File: src/rtl/unidad_busqueda.sv
// rtl/unidad_busqueda.sv - instruction fetch unit with a 2-entry instruction buffer
// Optional FETCH_PERF_EN adds the fetch_stalls counter output.
module unidad_busqueda #(
    parameter logic [31:0] RESET_PC = 32'h0000_0000
) (
    input  logic        clk,
    input  logic        rst_n,
    output logic [31:0] imem_addr,
    output logic        imem_req,
    input  logic        imem_ack,
    input  logic [31:0] imem_data,
    output logic [31:0] instr,
    output logic [5:0]  opcode,
    output logic [31:0] pc_out,
    output logic        instr_valid,
    input  logic        instr_ready,
    input  logic        branch_taken,
    input  logic [31:0] branch_target
`ifdef FETCH_PERF_EN
    ,
    output logic [15:0] fetch_stalls
`endif
);

    typedef enum logic [1:0] {
        IDLE     = 2'd0,
        WAIT_ACK = 2'd1,
        DROP     = 2'd2
    } state_t;

    state_t      state, state_next;
    logic [31:0] fetch_pc, fetch_pc_next;
    logic [31:0] req_addr, req_addr_next;
    logic [1:0]  count, count_next;
    logic [31:0] head_instr, head_pc;
    logic [31:0] tail_instr, tail_pc;
    logic        push, pop;
    logic [31:0] target_aligned;

    assign target_aligned = branch_target & ~32'h3;

    assign imem_req    = (state != IDLE);
    assign imem_addr   = req_addr;
    assign instr       = head_instr;
    assign opcode      = head_instr[31:26];
    assign pc_out      = head_pc;
    assign instr_valid = (count != 2'd0);

    // A redirect cancels both buffer movements in the same cycle.
    always_comb begin
        pop  = instr_valid && instr_ready && !branch_taken;
        push = (state == WAIT_ACK) && imem_ack && !branch_taken;

        count_next = count;
        if (branch_taken) begin
            count_next = 2'd0;
        end else if (push && !pop) begin
            count_next = count + 2'd1;
        end else if (pop && !push) begin
            count_next = count - 2'd1;
        end
    end

    always_comb begin
        state_next    = state;
        fetch_pc_next = fetch_pc;
        req_addr_next = req_addr;

        case (state)
            IDLE: begin
                if (!branch_taken && (count < 2'd2)) begin
                    state_next    = WAIT_ACK;
                    req_addr_next = fetch_pc;
                end
            end
            WAIT_ACK: begin
                if (branch_taken) begin
                    state_next = imem_ack ? IDLE : DROP;
                end else if (imem_ack) begin
                    fetch_pc_next = fetch_pc + 32'd4;
                    if (count_next < 2'd2) begin
                        state_next    = WAIT_ACK;
                        req_addr_next = fetch_pc + 32'd4;
                    end else begin
                        state_next = IDLE;
                    end
                end
            end
            DROP: begin
                if (imem_ack) begin
                    state_next = IDLE;
                end
            end
            default: state_next = IDLE;
        endcase

        // The address of an outstanding request stays on the bus; only the next fetch moves.
        if (branch_taken) begin
            fetch_pc_next = target_aligned;
        end
    end

    always_ff @(posedge clk or negedge rst_n) begin
        if (!rst_n) begin
            state    <= IDLE;
            fetch_pc <= RESET_PC;
            req_addr <= RESET_PC;
            count    <= 2'd0;
        end else begin
            state    <= state_next;
            fetch_pc <= fetch_pc_next;
            req_addr <= req_addr_next;
            count    <= count_next;
        end
    end

    // Push lands in the head when the buffer is (or becomes) otherwise empty.
    always_ff @(posedge clk or negedge rst_n) begin
        if (!rst_n) begin
            head_instr <= 32'd0;
            head_pc    <= 32'd0;
            tail_instr <= 32'd0;
            tail_pc    <= 32'd0;
        end else if (push) begin
            if (count_next == 2'd1) begin
                head_instr <= imem_data;
                head_pc    <= req_addr;
            end else begin
                tail_instr <= imem_data;
                tail_pc    <= req_addr;
            end
        end else if (pop) begin
            head_instr <= tail_instr;
            head_pc    <= tail_pc;
        end
    end

`ifdef FETCH_PERF_EN
    always_ff @(posedge clk or negedge rst_n) begin
        if (!rst_n) begin
            fetch_stalls <= 16'd0;
        end else if (!instr_valid && (fetch_stalls != 16'hFFFF)) begin
            fetch_stalls <= fetch_stalls + 16'd1;
        end
    end
`endif

endmodule

File: config.mk
export PLATFORM = sky130hd
export DESIGN_NAME = unidad_busqueda
export DESIGN_NICKNAME = d
export VERILOG_FILES = /design/src/rtl/unidad_busqueda.sv
export SDC_FILE = /design/constraint.sdc
export NUM_CORES = 1
export LEC_CHECK = 0
export BUFFER_PORTS_ARGS = -buffer_cell sky130_fd_sc_hd__buf_2
export CAP_MARGIN = 20
export CELL_PAD_IN_SITES_DETAIL_PLACEMENT = 0
export CELL_PAD_IN_SITES_GLOBAL_PLACEMENT = 1
export CORE_MARGIN = 2
export CORE_UTILIZATION = 46
export CTS_CLUSTER_DIAMETER = 30
export DETAILED_ROUTE_END_ITERATION = 7
export PLACE_DENSITY_LB_ADDON = 0.1
export SYNTH_ARGS = -nofsm -noshare
export SYNTH_HDL_FRONTEND = slang
export SYNTH_SLANG_ARGS = --single-unit
export TNS_END_PERCENT = 50
File: constraint.sdc
create_clock -name clk -period 4.5 [get_ports clk]
set_clock_uncertainty 0.05 [all_clocks]
set_input_delay 0.9 -clock clk [delete_from_list [all_inputs] [get_ports clk]]
set_output_delay 0.9 -clock clk [all_outputs]
set_load 0.02 [all_outputs]
== Word level (Yosys, flattened, before mapping) ==
Cells that the tools add are included.
Widths: inputs -> output; s select.

* Input bits: 69
* Bits in registers: 196
* Logic and storage cells: 70
* Output and inout bits: 104

* Bitwise logic cells: 1
* Magnitude comparators: 2
* Equality and inequality tests: 10
* Mux-type cells: 24
* Add/subtract/negate cells: 3
* Reduce and logical (&&, ||, !) cells: 22

{| class="wikitable"
|+ Operators with widths
! cell !! number
|-
| $mux 32 || 13
|-
| $pmux 32 s2 || 1
|-
| $add 32x3->32 const B || 1
|-
| $mux 2 || 8
|-
| $reduce_bool 2->1 || 6
|-
| $ne 2x2->1 const B || 4
|-
| $logic_and 1x1->1 || 7
|-
| $pmux 2 s3 || 1
|-
| $reduce_and 2->1 || 3
|-
| $reduce_and 5->1 || 1
|-
| $eq 2x1->1 const B || 2
|-
| $lt 2x2->1 const B || 2
|-
| $ne 2x1->1 const B || 2
|-
| $logic_not 1->1 || 3
|-
| $ne 3x3->1 const B || 1
|-
| $reduce_and 3->1 || 1
|-
| $add 2x1->2 const B || 1
|-
| $eq 2x2->1 const B || 1
|-
| $logic_not 2->1 || 1
|-
| $sub 2x1->2 const B || 1
|-
| $mux 1 || 1
|-
| $not 1->1 || 1
|}

== Logic depth before layout (Yosys ltp) ==
* Depth in word-level cells: 13
* Depth in mapped cells: 9
* Depth with buffers taken out: 7

== Worst setup path after synthesis ==
OpenSTA, ideal clock, no wires.

* Path type: input to register
* Start point: in instr_ready
* End point: reg tail_instr[0]
* Setup slack: 1.949 ns
* Data required time: 4.325 ns
* Stages: 6
* Data arrival time: 2.376 ns
* Path buffers: 2
* Cell sequence: nor2b_1 clkbuf_1 o31ai_1 a21oi_1 buf_2 mux2_2

* Longest elaborated chain between the ends: 9
* Elaborated cells on any way between the ends: 11
* Those cells by class: eq/ne: 1; mux: 3; bitwise: 1; reduce/logical: 6

{| class="wikitable"
|+ RTL lines
! item !! RTL line !! text
|-
| start: declaration || 16 || <nowiki>input logic instr_ready,</nowiki>
|-
| $logic_and 1x1->1 (*) (2 in a row) || 51 || <nowiki>pop = instr_valid && instr_ready && !branch_taken;</nowiki>
|-
| $logic_and 1x1->1 or $logic_not 1->1 (tied branches) || 59, 57 ||
|-
| $mux 2 or $logic_and 1x1->1 (tied branches) || 59, 57 ||
|-
| $mux 2 (*) || 57 || <nowiki>end else if (push && !pop) begin</nowiki>
|-
| $mux 2 (*) || 55 || <nowiki>if (branch_taken) begin</nowiki>
|-
| $eq 2x1->1 (*) || 125 || <nowiki>if (count_next == 2'd1) begin</nowiki>
|-
| $not 1->1 (no source line) (*) || n/a ||
|-
| $reduce_and 2->1 (no source line) (*) || n/a ||
|-
| end signal: assignment || 129 || <nowiki>tail_instr <= imem_data;</nowiki>
|-
| end: declaration || 36 || <nowiki>logic [31:0] tail_instr, tail_pc;</nowiki>
|}

Mark *: on every way between the ends. The rest lies on a longest branch, timed or not.
A chain may end at the register's enable or synchronous reset.

== Worst setup path in the final report ==
* Start point: in branch_taken
* End point: reg req_addr[9] (netlist: imem_addr[9])

* Longest elaborated chain between the ends: 10
* Elaborated cells on any way between the ends: 16
* Those cells by class: order compare: 1; eq/ne: 3; mux: 3; reduce/logical: 9

{| class="wikitable"
|+ RTL lines
! item !! RTL line !! text
|-
| start: declaration || 17 || <nowiki>input logic branch_taken,</nowiki>
|-
| $logic_not 1->1 || 51, 52, 71 ||
|-
| $logic_and 1x1->1 || 52 || <nowiki>push = (state == WAIT_ACK) && imem_ack && !branch_taken;</nowiki>
|-
| $logic_not 1->1 || 59 || <nowiki>end else if (pop && !push) begin</nowiki>
|-
| $logic_and 1x1->1 || 59 ||
|-
| $mux 2 || 59 ||
|-
| $mux 2 || 57 ||
|-
| $mux 2 || 55 ||
|-
| $lt 2x2->1 || 81 || <nowiki>if (count_next < 2'd2) begin</nowiki>
|-
| $ne 2x1->1 (no source line) || n/a ||
|-
| $reduce_and 5->1 (no source line) (*) || n/a ||
|-
| end signal: assignment || 112 || <nowiki>req_addr <= req_addr_next;</nowiki>
|-
| end: declaration || 33 || <nowiki>logic [31:0] req_addr, req_addr_next;</nowiki>
|}

Marks and branches as above.

==> reports/results.tsv <==
metric	value	unit
number of max-cap violations	0	
fmax	378	MHz
DP Area	9780	um2
CTS root buf	clkbuf_16	
core area	18800	um2
TritonCTS clock tree	built	
Top Ports	173	
relative slew slack	41.6	%
critical path's top delay family	buffers and inverters	
WHS Endpoint	pc_out[2]	
hold path start	pc_out[2]	
pwr/cell area	665	nW/um2
unrepaired setup endpoints after global routing	false	
RD Place Congestion	0.821	
Worst Path Buf+Inv	3	
Max FO, Critical Path	41	
Yosys warnings	0	
switch share	37.5	%
period utilization	58.8	%
Vias	6263	
CTS resizes	0	
final worst path period need	2640	ps
CTS sink count	188	
number of fill cells	1692	
TritonCTS buffer count	17	
clk buf depth	2	
Gate Count Post-Synth	825	
Reg clk slew, reported paths	70	ps
post-CTS setup buffer count	0	
WHS Path Cells	2	
Top cell by count, worst path	buf_4	
antenna cells	0	
Peak VDD IR	0.295	mV
count of different cell masters after synthesis	45	
initial antenna violation count	0	
DRC violations left	0	
vias per std cell	5.17	
die area	20300	um2
DRT iter0 DRCs	318	
share of layout cells above drive strength 1	29.9	%
chip width	142	um
all-layer global routing usage	19.6	%
Largest stage delay, worst path	560	ps
WL/cell	15.9	um
ys async rst share	100	%
final setup vio count	0	
Crit-path slowest cell	buf_4	
Design Area, Final	10400	um2
die height	142	um
hold_ws	424	ps
post-route antenna net violation count	0	
Mapped Avg Cell Area	10.7	um2
Clock power frac	22.9	%
Main synth FF type	dfrtp_1	
worst slew pin tran	875	ps
Net Sw Power	2.60	mW
Detail Placement HPWL	13300	um
Pre-antenna DRT Iters	4	
Seq pwr share	41.6	%
Place WS	1410	ps
internal power	4.33	mW
global-route wire length before repair	31500	um
Crit. End Element	flop	
required time of the worst setup path	4790	ps
Setup CP Type	in -> reg	
I/O Buffers	166	
outcome	complete, no violations	
crit path cell chain	buf_2 -> and4bb_4 -> buf_4 -> o2bb2ai_4 -> buf_4 -> nor2_1 -> a21oi_1	
Final WS setup	1860	ps
Rows	50	
Hold Vio Cnt, Final	0	
CTS Hold Bufs	0	
R2R Setup Slk	1880	ps
Min-Delay Path Class	reg -> reg	
worst r2r src	count[1]	
total negative setup slack	0	ps
Max Slew Vio Count	0	
H-tree Lvls	4	
total grt overflow	0	
Final nets	1035	
EDFF count, synth	0	
FF+latch count, synth	188	
worst reg2reg path depth	9	
largest net degree at the start of global routing	125	
FF-to-FF End	imem_addr[9]	
CP Data Arrival Time	2940	ps
Cell Area, Synth	8810	um2
Worst Setup Start Kind	primary input	
Area growth syn-to-layout	18.3	%
clock latency on the worst-skew pair	430	ps
sequential fraction of the synthesis area	53.4	%
combinational power share	35.6	%
vias in the first global route	6160	
leakage	4.56	nW
Tot Pwr	6.93	mW
final wirelength	19200	um
Initial Util	46.9	%
tightest hold or removal path, delay by kind of cell, from the launching register on:
| kind | cells | cell delay (ps) |
|---|---|---|
| AOI/OAI and AO/OA | 1 | 60 |
| and+or+nand+nor | 1 | 50 |
| DFF | 1 | 340 |
area by class of cell:
type | instances | area [um2] | share of cell area, %
flip-flops and latches | 188 | 4700 | 45.1
well taps | 234 | 293 | 2.81
clock buffers | 19 | 433 | 4.15
repair buffers | 179 | 950 | 9.11
inverters | 9 | 33.8 | 0.324
clock inverters | 13 | 190 | 1.83
multi-input cells | 569 | 3820 | 36.6
state kept, by name (all words and copies together) (netlist names):
| register | cells |
|---|---|
| count | 2 |
| fetch_pc | 30 |
| imem_addr | 30 |
| instr | 32 |
| pc_out | 30 |
| state | 2 |
| tail_instr | 32 |
| tail_pc | 30 |
kinds of logic after synthesis:
kind of cell	Yosys count	synth area share (%)
compound gates	137	8.13
xor+xnor	60	5.97
fa+ha+maj	3	0.398
buf+inv	71	3.85
flops	188	53.4
mux	125	15.1
other cells	1	0.0426
simple gates	240	13.1
metrics by stage:
stage          cells  util [%]
2_1_floorplan    828         -
3_3_place_gp    1177      52.1
3_5_place_dp    1178      52.1
4_1_cts         1210      55.4
5_1_grt         1211      55.5
6_report        1211      55.5
cell usage after synthesis (4+ instances only):
| library cell | instances | area share [%] |
|---|---|---|
| a21oi_1 | 31 | 1.8 |
| and3_1 | 6 | 0.43 |
| buf_1 | 6 | 0.26 |
| buf_2 | 19 | 1.1 |
| buf_4 | 11 | 0.94 |
| clkbuf_1 | 25 | 1.1 |
| dfrtp_1 | 188 | 53 |
| inv_1 | 9 | 0.38 |
| mux2_2 | 62 | 7.9 |
| mux2i_1 | 63 | 7.2 |
| nand2_1 | 116 | 4.9 |
| nand3_1 | 17 | 0.97 |
| nand4_1 | 17 | 1.2 |
| nor2_1 | 48 | 2.0 |
| nor2b_1 | 5 | 0.36 |
| nor3_1 | 6 | 0.34 |
| nor4_1 | 4 | 0.28 |
| nor4_2 | 7 | 0.99 |
| o21ai_0 | 83 | 4.7 |
| o21ai_1 | 12 | 0.68 |
| xnor2_1 | 30 | 3.0 |
| xor2_1 | 30 | 3.0 |
metal layers:
metal | track usage, % | up-vias | part of all wire (%)
met5 | 0 | - | 0
met4 | 5.47 | 0 | 1.1
met3 | 3.73 | 15 | 4.1
met2 | 31.4 | 125 | 48
met1 | 27.4 | 3020 | 46
li1 | - | 3103 | -
power by group through the flow:
stage	registers, mW	clock network, mW	logic (mW)
floorplan	3.26	0	1.30
global placement	2.88	0	2.41
detailed placement	2.92	0	2.48
CTS	2.88	1.62	2.49
global route	2.98	1.70	2.72
finish	2.88	1.58	2.46
cells in the final DEF (no fill, tap or decap), drive strengths merged, types with 30 or more instances in the layout:
cell type,n
xnor2,30
mux2,62
xor2,30
dfrtp,188
a21oi,33
nor2,48
buf,178
nand2,116
o21ai,96
mux2i,63
worst max-delay path by stage:
stage	cells past startpoint	start	endpoint
3_5_place_dp	7	branch_taken	imem_addr[12]
6_report	7	branch_taken	imem_addr[9]
4_1_cts	6	count[1]	pc_out[19]
5_1_grt	9	count[1]	imem_addr[15]
3_3_place_gp	7	branch_taken	imem_addr[11]
2_1_floorplan	6	instr_ready	tail_instr[0]
(Power assumes the default switching activity.)
